[config.mk]
export PLATFORM = sky130hd
export DESIGN_NAME = serial_add_unit
export DESIGN_NICKNAME = d
export VERILOG_FILES = /design/src/rtl/serial_add_unit.sv
export SDC_FILE = /design/constraint.sdc
export NUM_CORES = 1
export LEC_CHECK = 0
export ABC_AREA = 1
export CAP_MARGIN = 15
export CELL_PAD_IN_SITES_DETAIL_PLACEMENT = 1
export CELL_PAD_IN_SITES_GLOBAL_PLACEMENT = 1
export CORE_MARGIN = 2
export CORE_UTILIZATION = 32
export DETAILED_ROUTE_END_ITERATION = 10
export HOLD_SLACK_MARGIN = 0.03
export PLACE_DENSITY_LB_ADDON = 0.1
export REMOVE_ABC_BUFFERS = 1
export SLEW_MARGIN = 20
export SYNTH_ARGS = -nofsm -noshare
export SYNTH_HDL_FRONTEND = slang
export SYNTH_SLANG_ARGS = --single-unit
[constraint.sdc]
create_clock -name clk -period 1.15 [get_ports clk]
set_input_delay 0.1725 -clock clk [delete_from_list [all_inputs] [get_ports clk]]
set_output_delay 0.1725 -clock clk [all_outputs]
set_load 0.05 [all_outputs]
[src/rtl/serial_add_unit.sv]
// Bit-serial W-bit adder: latches a/b on start, shifts LSB-first through a registered full adder; done pulses W cycles after accept.
// No backpressure: start is ignored while busy; optional subtract mode via SERIAL_SUB_EN (adds the sub port).
module serial_add_unit #(
    parameter  int W  = 8,
    localparam int CW = (W > 1) ? $clog2(W) : 1
) (
    input  logic         clk,
    input  logic         rst_n,
    input  logic         start,
    input  logic [W-1:0] a,
    input  logic [W-1:0] b,
`ifdef SERIAL_SUB_EN
    input  logic         sub,
`endif
    output logic         busy,
    output logic         done,
    output logic [W-1:0] result,
    output logic         carry_out,
    output logic         overflow
);

    typedef enum logic [1:0] {IDLE, SHIFT, DONE} state_t;

    state_t        state, state_nxt;
    logic [W-1:0]  opa, opb;
    logic [CW-1:0] cnt;
    logic          carry;
    logic          accept;
    logic          last;

    // Full-adder cell built from two half adders.
    logic ha1_s, ha1_c, ha2_s, ha2_c, carry_nxt;
    assign ha1_s     = opa[0] ^ opb[0];
    assign ha1_c     = opa[0] & opb[0];
    assign ha2_s     = ha1_s ^ carry;
    assign ha2_c     = ha1_s & carry;
    assign carry_nxt = ha1_c | ha2_c;

    assign last = (cnt == CW'(W - 1));

    always_comb begin
        state_nxt = state;
        accept    = 1'b0;
        case (state)
            IDLE: begin
                if (start) begin
                    accept    = 1'b1;
                    state_nxt = SHIFT;
                end
            end
            SHIFT: begin
                if (last) state_nxt = DONE;
            end
            DONE: begin
                if (start) begin
                    accept    = 1'b1;
                    state_nxt = SHIFT;
                end else begin
                    state_nxt = IDLE;
                end
            end
            default: state_nxt = IDLE;
        endcase
    end

    always_ff @(posedge clk) begin
        if (!rst_n) begin
            state     <= IDLE;
            opa       <= '0;
            opb       <= '0;
            carry     <= 1'b0;
            cnt       <= '0;
            result    <= '0;
            carry_out <= 1'b0;
            overflow  <= 1'b0;
        end else begin
            state <= state_nxt;
            if (accept) begin
                opa <= a;
                cnt <= '0;
`ifdef SERIAL_SUB_EN
                opb   <= sub ? ~b : b;
                carry <= sub;
`else
                opb   <= b;
                carry <= 1'b0;
`endif
            end else if (state == SHIFT) begin
                opa    <= opa >> 1;
                opb    <= opb >> 1;
                carry  <= carry_nxt;
                result <= {ha2_s, result[W-1:1]};
                cnt    <= cnt + CW'(1);
                // On the MSB step, carry still holds the carry into the MSB.
                if (last) begin
                    carry_out <= carry_nxt;
                    overflow  <= carry ^ carry_nxt;
                end
            end
        end
    end

    assign busy = (state == SHIFT);
    assign done = (state == DONE);

endmodule

; ---- Word-level counts from Yosys, hierarchy flattened
; Cells that the tools add are included.
[totals]
regBits = 32
output_inout_bits = 12
inputBits = 19
[op_classes]
eq_ne = 5
mux = 10
n_reduce_logical = 7
add_sub_neg = 1
n_bitwise = 8
[op_table]
columns = cell, count
row1 = 8-bit two-way mux, 4
row2 = 2-bit one-hot mux with 3 select lines, 1
row3 = 2-bit two-way mux, 2
row4 = 2-bit AND reduction, 2
row5 = 2-bit OR reduction, 2
row6 = "3-bit by 1-bit adder with 3-bit output, second input constant", 1
row7 = "3-bit == test, second input constant", 1
row8 = 1-bit two-way mux, 3
row9 = 3-bit AND reduction, 1
row10 = 1-bit XOR, 3
row11 = 1-bit bitwise AND, 2
row12 = "2-bit by 1-bit == test with 1-bit output, second input constant", 1
row13 = "2-bit == test, second input constant", 1
row14 = 2-bit logical NOT, 1
row15 = "2-bit by 1-bit != test with 1-bit output, second input constant", 1
row16 = "2-bit != test, second input constant", 1
row17 = 1-bit NOT, 2
row18 = 2-bit nonzero test, 1
row19 = 1-bit OR, 1

; ---- Logic depth before layout (Yosys ltp)
; Gate-level depths: netlist (run 1).
[logic_depth]
ltp_word = 5
ltp_mapped = 8
mapped_depth_nobuf = 8

; ---- Worst setup path before layout (run 1)
; OpenSTA, ideal clock, no wires.
[synth_timing]
path_kind = reg2out
from = register state[0]
to = output done
slack_ns = -0.041
arrival_ns = 1.018
path_buffers = 0
t_required_ns = 0.978
stages_incl_launch_ff = 2
cell_sequence = dfxtp_1 > nor2_1
[synth_via]
elab_chain_len = 1
[synth_rtl]
columns = element, line
row1 = "start, declared", 24  ; state_t state, state_nxt;
row2 = "start signal, assigned", 77  ; state <= state_nxt;
row3 = 2-bit == test, 104  ; assign done = (state == DONE);
row4 = "end, declared", 16  ; output logic done,
; No other way between the ends.

; ---- Worst setup path in the final report (run 1)
; Ends and elaborated chain as after synthesis.

==> results, run 1 <==
- Of the total synthesized cell area, the portion taken by AND, OR, NAND and NOR gates is 0.288.
- The number of cell rows is 24.
- The number of hold violations in the final report is 0.
- The worst-case IR drop observed on VDD is 0.825 mV.
- The HPWL reported at the end of detailed placement is 2670 um.
- Setup repair after global routing could not meet its margin everywhere.
- At the worst endpoint, the arrival time is 1.03 ns.
- After technology mapping, the gate count stands at 209.
- TritonCTS built the clock tree.
- From synthesis to final layout, the design area changed by 51.5%.
- The buffering stage count on the worst path with inverters included is 2.
- The initial antenna violation count came to 0.
- Of the total synthesized cell area, the portion taken by XOR and XNOR cells is 0.0120.
- In this run the remaining antenna-violating nets after routing total 0.
- The minimum setup slack in the final design is -0.0498 ns.
- Counting I/O delays and the setup requirement, the final critical path takes 1.20 ns.
- Of the total synthesized cell area, the portion taken by full adders, half adders and majority gates is 0.0308.
- The worst-skew pair later-pin latency is 0.28 ns.
- The initial core utilization is 0.333.
- The type of the tightest min-delay check is in2reg.
- By area the synthesized netlist is led by dfxtp_1 44%, nor2_1 12%, nand2_1 11%.
- The critical path goes through buf_4 -> nor2_4 -> buf_12.
- The number of buffers on the longest clock path is 2.
- The portion of synthesized cell area occupied by the leading cell type is 0.439.
- The tool flagged a number of max-cap violations equal to 0.
- dfxtp_1 takes more of the synthesized area than any other cell.
- The setup skew after layout is 0.00262 ns.
- The number of primary I/O pins is 31.
- The number of nets in the final layout is 281.
- The run finished, with violations left.
- In the final routed layout, each cell accounts on average for 11.7 um.
- The number of different library cells in the post-synthesis netlist is 20.
- The number of detailed-route iterations in the first pass is 4.
- The final reports fail on setup timing.
- The delay of the slowest cell on the worst path is 0.34 ns.
- For this run, design rule violations remaining after detail routing come to 0.
- Once placement completed, the tool counted placed cells totaling 299.
- The cell area that synthesis handed to floorplanning was 0.00146 sq mm.
- The worst hold path terminates at opb[6].
- The number of antenna diodes in the final layout is 0.
- After synthesis, the largest family of logic cells by area is simple AND/OR/NAND/NOR gates.
- Across the whole layout, storage elements account for 649 sq um.
- The number of instances on the worst hold path is 4.
- The final hold slack is 0.353 ns.
- The average cell area after synthesis is 6.99 sq um.
- After clock tree synthesis, the clock-pin slew on the worst setup and hold paths is 0.07 ns.
- The final-report max-slew violation count is 0.
- The transition time of the tightest slew-check pin is 0.273 ns.
- The nature of the critical path endpoint is an output pin.
- Of all nets on the critical path, the largest fanout is 4.
- The count of H-tree levels built during CTS is 2.
- The routed via count is 1362.
- In this run the horizontal extent of the chip is 71.6 um.
- The total area inside the core boundary comes to 0.00438 sq mm.
- The routed design has 3650 um of wire.
- The die height is 71.6 um.
- The areal power density over the cells is 1270 mW/mm^2.
- The first global-routing pass estimated 6390 um of wire.
- The proportion of synthesized chip area in sequential cells is 0.439.
- In this run the critical register-to-register path is launched from state[1].
- The worst reg-to-reg setup slack is 0.01 ns.
- The total leakage power is 1.03 nW.
- The highest attainable clock frequency is 0.833 GHz.
- The library cells used most frequently in the layout, excluding fill and tap cells, are 44 x nor2_1, 40 x nand2_1, 30 x inv_1.
- The die covers 0.00512 sq mm.
- The share of cells above drive strength 1 is 0.254.
- For this run, the number of Yosys warnings is 0.
- The endpoint identified for the worst register-to-register timing path is carry_out.
- Data on the critical path is required at its endpoint by 0.98 ns.
- The complex-gate fraction of the synthesized area was 0.0951.
- Of the post-synthesis cell area, the part taken by muxes is 0.
- The most common library cell in the layout ignoring fill and taps is nor2_1.
- The critical-path cell with the highest stage delay is dfxtp_2.
- The number of DRC markers after the initial detailed-route iteration is 45.
- The number of input and output port buffers inserted is 30.
- The number of endpoints failing setup at the final stage is 2.
- The number of buffers added by the clock tree synthesis step is 5.
- In the global route stage, overall resource usage came out at 0.159.
- The final-layout setup total negative slack is -0.0862 ns.
- The global-route congestion overflow total is 0.
- The final non-filler cell total is 312.
- The worst setup path is launched from a flip-flop.
- Entering global routing, the biggest net connects 15 pins.
- The number of global-route vias before repair came to 1432.
- The class of the most critical setup path is reg2out.
- After detailed routing, the number of vias per cell comes to 4.37.
- After filler insertion, the fill cell instance count of the layout stands at 540.
- The multi-input combinational cells in the finished layout cover a total of 666 sq um.
- The post-route clock period utilization is 1.04.
- The number of cells on the worst reg-to-reg path is 9.
- CTS placed an instance of clkbuf_8 at the clock tree root.
- Grouping stages by cell kind, the critical path spends the most delay in flip-flops.
- The number of storage elements in the synthesis netlist is 32.
- The hold path startpoint is start.
- The global placement routability congestion is 0.701.
- The clock sink count is 32.
- Headroom to the max-slew limit came out at 0.818.
-- routing by layer --
metal,global-route usage,share of wire,wire (um),vias to the layer above
met2,0.280,0.51,1860,17
met1,0.187,0.45,1630,622
met4,0.0314,0.0022,8,0
met3,0.0577,0.041,151,2
met5,0,0,0,-
li1,-,-,-,721
-- cell type report --
class / instances / area share
Multi-Input combinational cell: 133 / 0.301
Tap cell: 52 / 0.0294
Sequential cell: 32 / 0.294
Inverter: 36 / 0.0622
Timing Repair Buffer: 51 / 0.273
Clock buffer: 8 / 0.0407
-- worst register-to-register path: stages, from the launching register on --
cell	delay, ns
dfxtp_2	0.32
inv_2	0.07
nand2_4	0.06
buf_6	0.12
buf_6	0.12
nor2_4	0.12
inv_2	0.07
nor2_4	0.10
nand2_1	0.06
nand2_1	0.05
-- cell families (layout without fill, tap and decap cells) --
| family | after synthesis | in the layout |
|---|---|---|
| and+or+nand+nor | 101 | 101 |
| DFF | 32 | 32 |
| buffers and inverters | 44 | 95 |
| AOI/OAI and AO/OA | 27 | 27 |
| xor gates and xnor gates | 2 | 2 |
| adders and majority gates | 3 | 3 |
-- state kept, by name (all words and copies together), names as in the netlist --
signal,flops
carry,1
carry_out,1
cnt,3
opa,8
opb,8
overflow,1
result,8
state,2
-- report_power, final --
group	internal (mW)	leakage (nW)	switching [mW]
Clock	0.488	0.0455	0.403
Combinational	0.317	0.721	0.343
Sequential	1.20	0.266	0.0635
-- cell usage after synthesis --
| library cell | count |
|---|---|
| buf_6 | 3 |
| a21oi_1 | 6 |
| inv_2 | 3 |
| xor2_1 | 1 |
| nand2_1 | 41 |
| dfxtp_1 | 32 |
| a21oi_2 | 1 |
| nor2_1 | 45 |
| nand3_1 | 9 |
| fa_1 | 1 |
| clkbuf_1 | 1 |
| inv_1 | 33 |
| buf_4 | 2 |
| nand2_4 | 1 |
| nand2_2 | 3 |
| nor2_4 | 2 |
| xnor2_1 | 1 |
| ha_1 | 2 |
| o21ai_0 | 20 |
| buf_2 | 2 |
-- timing repair --
item,4_1_cts,5_1_grt
buffers inserted,4,1
pin swaps,2,5
gates resized for setup,18,10
hold buffers,0,0
setup endpoints to repair,7,13
-- stage by stage --
step           instance area [sq um]   util  setup slack (ns)  total power, mW
2_1_floorplan                   1400      -            -0.382             1.58
3_3_place_gp                    2020  0.460            -0.207             1.90
3_5_place_dp                    2020  0.460            -0.263             1.91
4_1_cts                         2170  0.495           -0.0697             2.85
5_1_grt                         2210  0.505           -0.0962             2.99
6_report                        2210  0.505           -0.0498             2.81
-- worst max path at each step --
stage / to / startpoint / slack, ns / cells past startpoint
6_report: done / state[0] / -0.05 / 3
5_1_grt: done / state[0] / -0.1 / 3
4_1_cts: done / state[1] / -0.07 / 4
3_5_place_dp: opa[2] / start / -0.26 / 7
3_3_place_gp: opb[3] / start / -0.21 / 7
2_1_floorplan: carry / state[0] / -0.38 / 4
No activity file was read; power rests on OpenSTA's default activity.
==> run 2, diff against run 1 <==
- REMOVE_ABC_BUFFERS: 1 -> not set
- SETUP_SLACK_MARGIN: not set -> 0.15
- clock period: 1.15 -> 1.02 ns (I/O delays scaled with it)
==> results, run 2 (synthesized netlist as in run 1, its figures left out) <==
- Clock latency on the worst-skew pair, taken at its later pin, is 0.28 ns.
- The count of H-tree levels built during CTS is 2.
- In the final layout, the registers with the most flip-flops are opa (8), opb (8), result (8).
- Of the total power, the share spent switching nets is 0.298.
- The clock sink count is 32.
- The tool flagged a number of max-cap violations equal to 0.
- The number of nets in the final layout is 289.
- The minimum setup slack after placement is -0.472 ns.
- The number of primary I/O pins is 31.
- Measured along the x axis, the die boundary spans 71.6 um.
- Entering global routing, the biggest net connects 12 pins.
- In the final layout, the share of cells above drive strength 1 is 0.362.
- The routed via count is 1454.
- Of the available clock period, the critical path in the final layout requires 1.17.
- The worst setup path is launched from a flip-flop.
- The first global-routing pass estimated 7330 um of wire.
- The transition time of the tightest slew-check pin is 0.345 ns.
- The placeable core area is 0.00438 sq mm.
- The library cell used as clock root buffer is clkbuf_8.
- For this design the total switching power over the nets is 0.975 mW.
- The final-layout setup total negative slack is -1.14 ns.
- Using the TritonRoute via totals, the vias-per-cell ratio works out to 4.54.
- The run finished, with violations left.
- Of the total power, combinational logic draws 0.259.
- The share of total power dissipated in sequential elements is 0.437.
- The number of buffers on the longest clock path is 2.
- Clock tree synthesis inserted a total of 5 buffers.
- The global placement routability congestion is 0.800.
- The library cells used most frequently in the layout, excluding fill and tap cells, are 43 x nor2_1, 36 x nand2_1, 30 x inv_1.
- The die covers 0.00512 sq mm.
- The final critical delay including setup and external delays is 1.19 ns.
- The final-report max-slew violation count is 0.
- The TritonCTS clock tree is yes.
- The type of the tightest min-delay check is in2reg.
- In this run, the number of DRC markers left after iteration 0 of detailed routing was 39.
- The number of detailed-route iterations in the first pass is 4.
- Leaving out fill and tap cells, the most frequent cell in the layout is nor2_1.
- The delay of the slowest cell on the worst path is 0.32 ns.
- The initial utilization of the core area, before any placement, comes to 0.333.
- The number of cell rows is 24.
- The share of total power dissipated in the clock network is 0.305.
- Setup violations remaining at the end of the flow were counted as 23.
- Input and output buffers added on the ports amount to 30.
- The number of hold violations in the final report is 0.
- The initial antenna violation count is 0.
- The die height is 71.6 um.
- The HPWL after detailed placement is 2980 um.
- In this run the tightest slew margin relative to its limit is 0.770.
- The detail-routed net length per standard cell is 13.3 um.
- Traced cell by cell, the critical path runs through inv_2 -> buf_6 -> nor2_4 -> buf_12.
- The depth of the worst register-to-register path is 3.
- Setup repair after global routing could not meet its margin everywhere.
- The global-route congestion overflow total is 0.
- The nature of the critical path endpoint is an output pin.
- The checks that failed: setup timing.
- The setup skew after layout is 0.00270 ns.
- The worst-case IR drop observed on VDD is 0.627 mV.
- The number of nets in the synthesized netlist is 231.
- The required time of the critical path is 0.87 ns.
- After detailed routing, the number of remaining DRC violations is 0.
- The number of instances on the worst hold path is 3.
- The class of the most critical setup path is reg2out.
- The repair_antennas step left the layout with diodes totalling 0.
- After clock tree synthesis, the clock-pin slew on the worst setup and hold paths is 0.07 ns.
- Once routing completed, OpenROAD measured the worst setup slack at -0.173 ns.
- The total leakage power is 1.09 nW.
- The total routed wirelength is 4260 um.
- The critical-path cell with the highest stage delay is dfxtp_2.
- The number of hold buffers added after CTS is 0.
- Cell internal power was estimated by the tool at 2.30 mW.
- Static timing analysis puts the maximum clock frequency at 0.838 GHz.
- The number of routed nets with antenna violations is 0.
- For the worst setup path, the data arrival time is 1.04 ns.
- The number of global-route vias before repair is 1641.
- In this run the power density over the cells is 1370 mW/mm^2.
- The largest driver fanout on the critical path is 2.
- The post-synthesis to final-layout area growth is 63.8%.
- The all-layer global routing usage is 0.183.
run 2: critical path, delay by kind of cell (launching register included):
family,cells,cell delay [ns]
flip-flops,1,0.32
buffers and inverters,3,0.32
AND/OR/NAND/NOR,1,0.13
run 2: metal layers:
layer | routed length [um] | global-route usage | vias up
met1 | 1700 | 0.195 | 683
met5 | 0 | 0 | -
li1 | - | - | 742
met3 | 159 | 0.0506 | 6
met2 | 2350 | 0.345 | 23
met4 | 49 | 0.0566 | 0
run 2: final timing paths:
kind	startpoint	end	slack, ns
setup / recovery	state[1]	done	-0.17
hold / removal	a[7]	opa[7]	0.46
setup reg to reg	opb[0]	result[7]	-0.13
hold reg to reg	cnt[1]	cnt[1]	0.49
run 2: cell type report:
class                   instances  area [sq um]
flip-flops and latches         32           672
repair buffers                 57           648
well taps                      52          65.1
repair inverters                1          3.75
fillers                       544          1990
clock buffers                   8          90.1
inverters                      36           153
multi-input cells             134           761
run 2: power groups by stage:
stage / clock [mW] / combinational (mW) / sequential (mW)
after CTS: 1.03 / 0.819 / 1.43
after floorplan: 0 / 0.351 / 1.52
after detailed placement: 0 / 0.733 / 1.46
after global placement: 0 / 0.704 / 1.45
after global routing: 1.12 / 0.932 / 1.44
final: 0.997 / 0.846 / 1.43
run 2: through the flow:
stage	instances	cell area, sq um	power (mW)	utilization	hold WS (ns)
finish	320	2390	3.27	0.546	0.465
global route	320	2390	3.49	0.546	0.464
CTS	317	2310	3.28	0.528	0.458
detailed placement	299	2080	2.19	0.474	0.476
global placement	299	2080	2.16	0.474	0.454
floorplan	209	1560	1.88	-	0.288
run 2: what timing repair did:
| item | in CTS | in global routing |
|---|---|---|
| setup endpoints to repair | 44 | 44 |
| pin swaps | 3 | 7 |
| buffers inserted | 8 | 3 |
| resized for setup | 29 | 21 |
| gates cloned | 2 | 0 |
==> run 3, diff against run 2 <==
- ABC_CLOCK_PERIOD_IN_PS: not set -> 1020
==> results of run 3 <==
No change in the layout: final DEF, timing and power equal those of run 2.
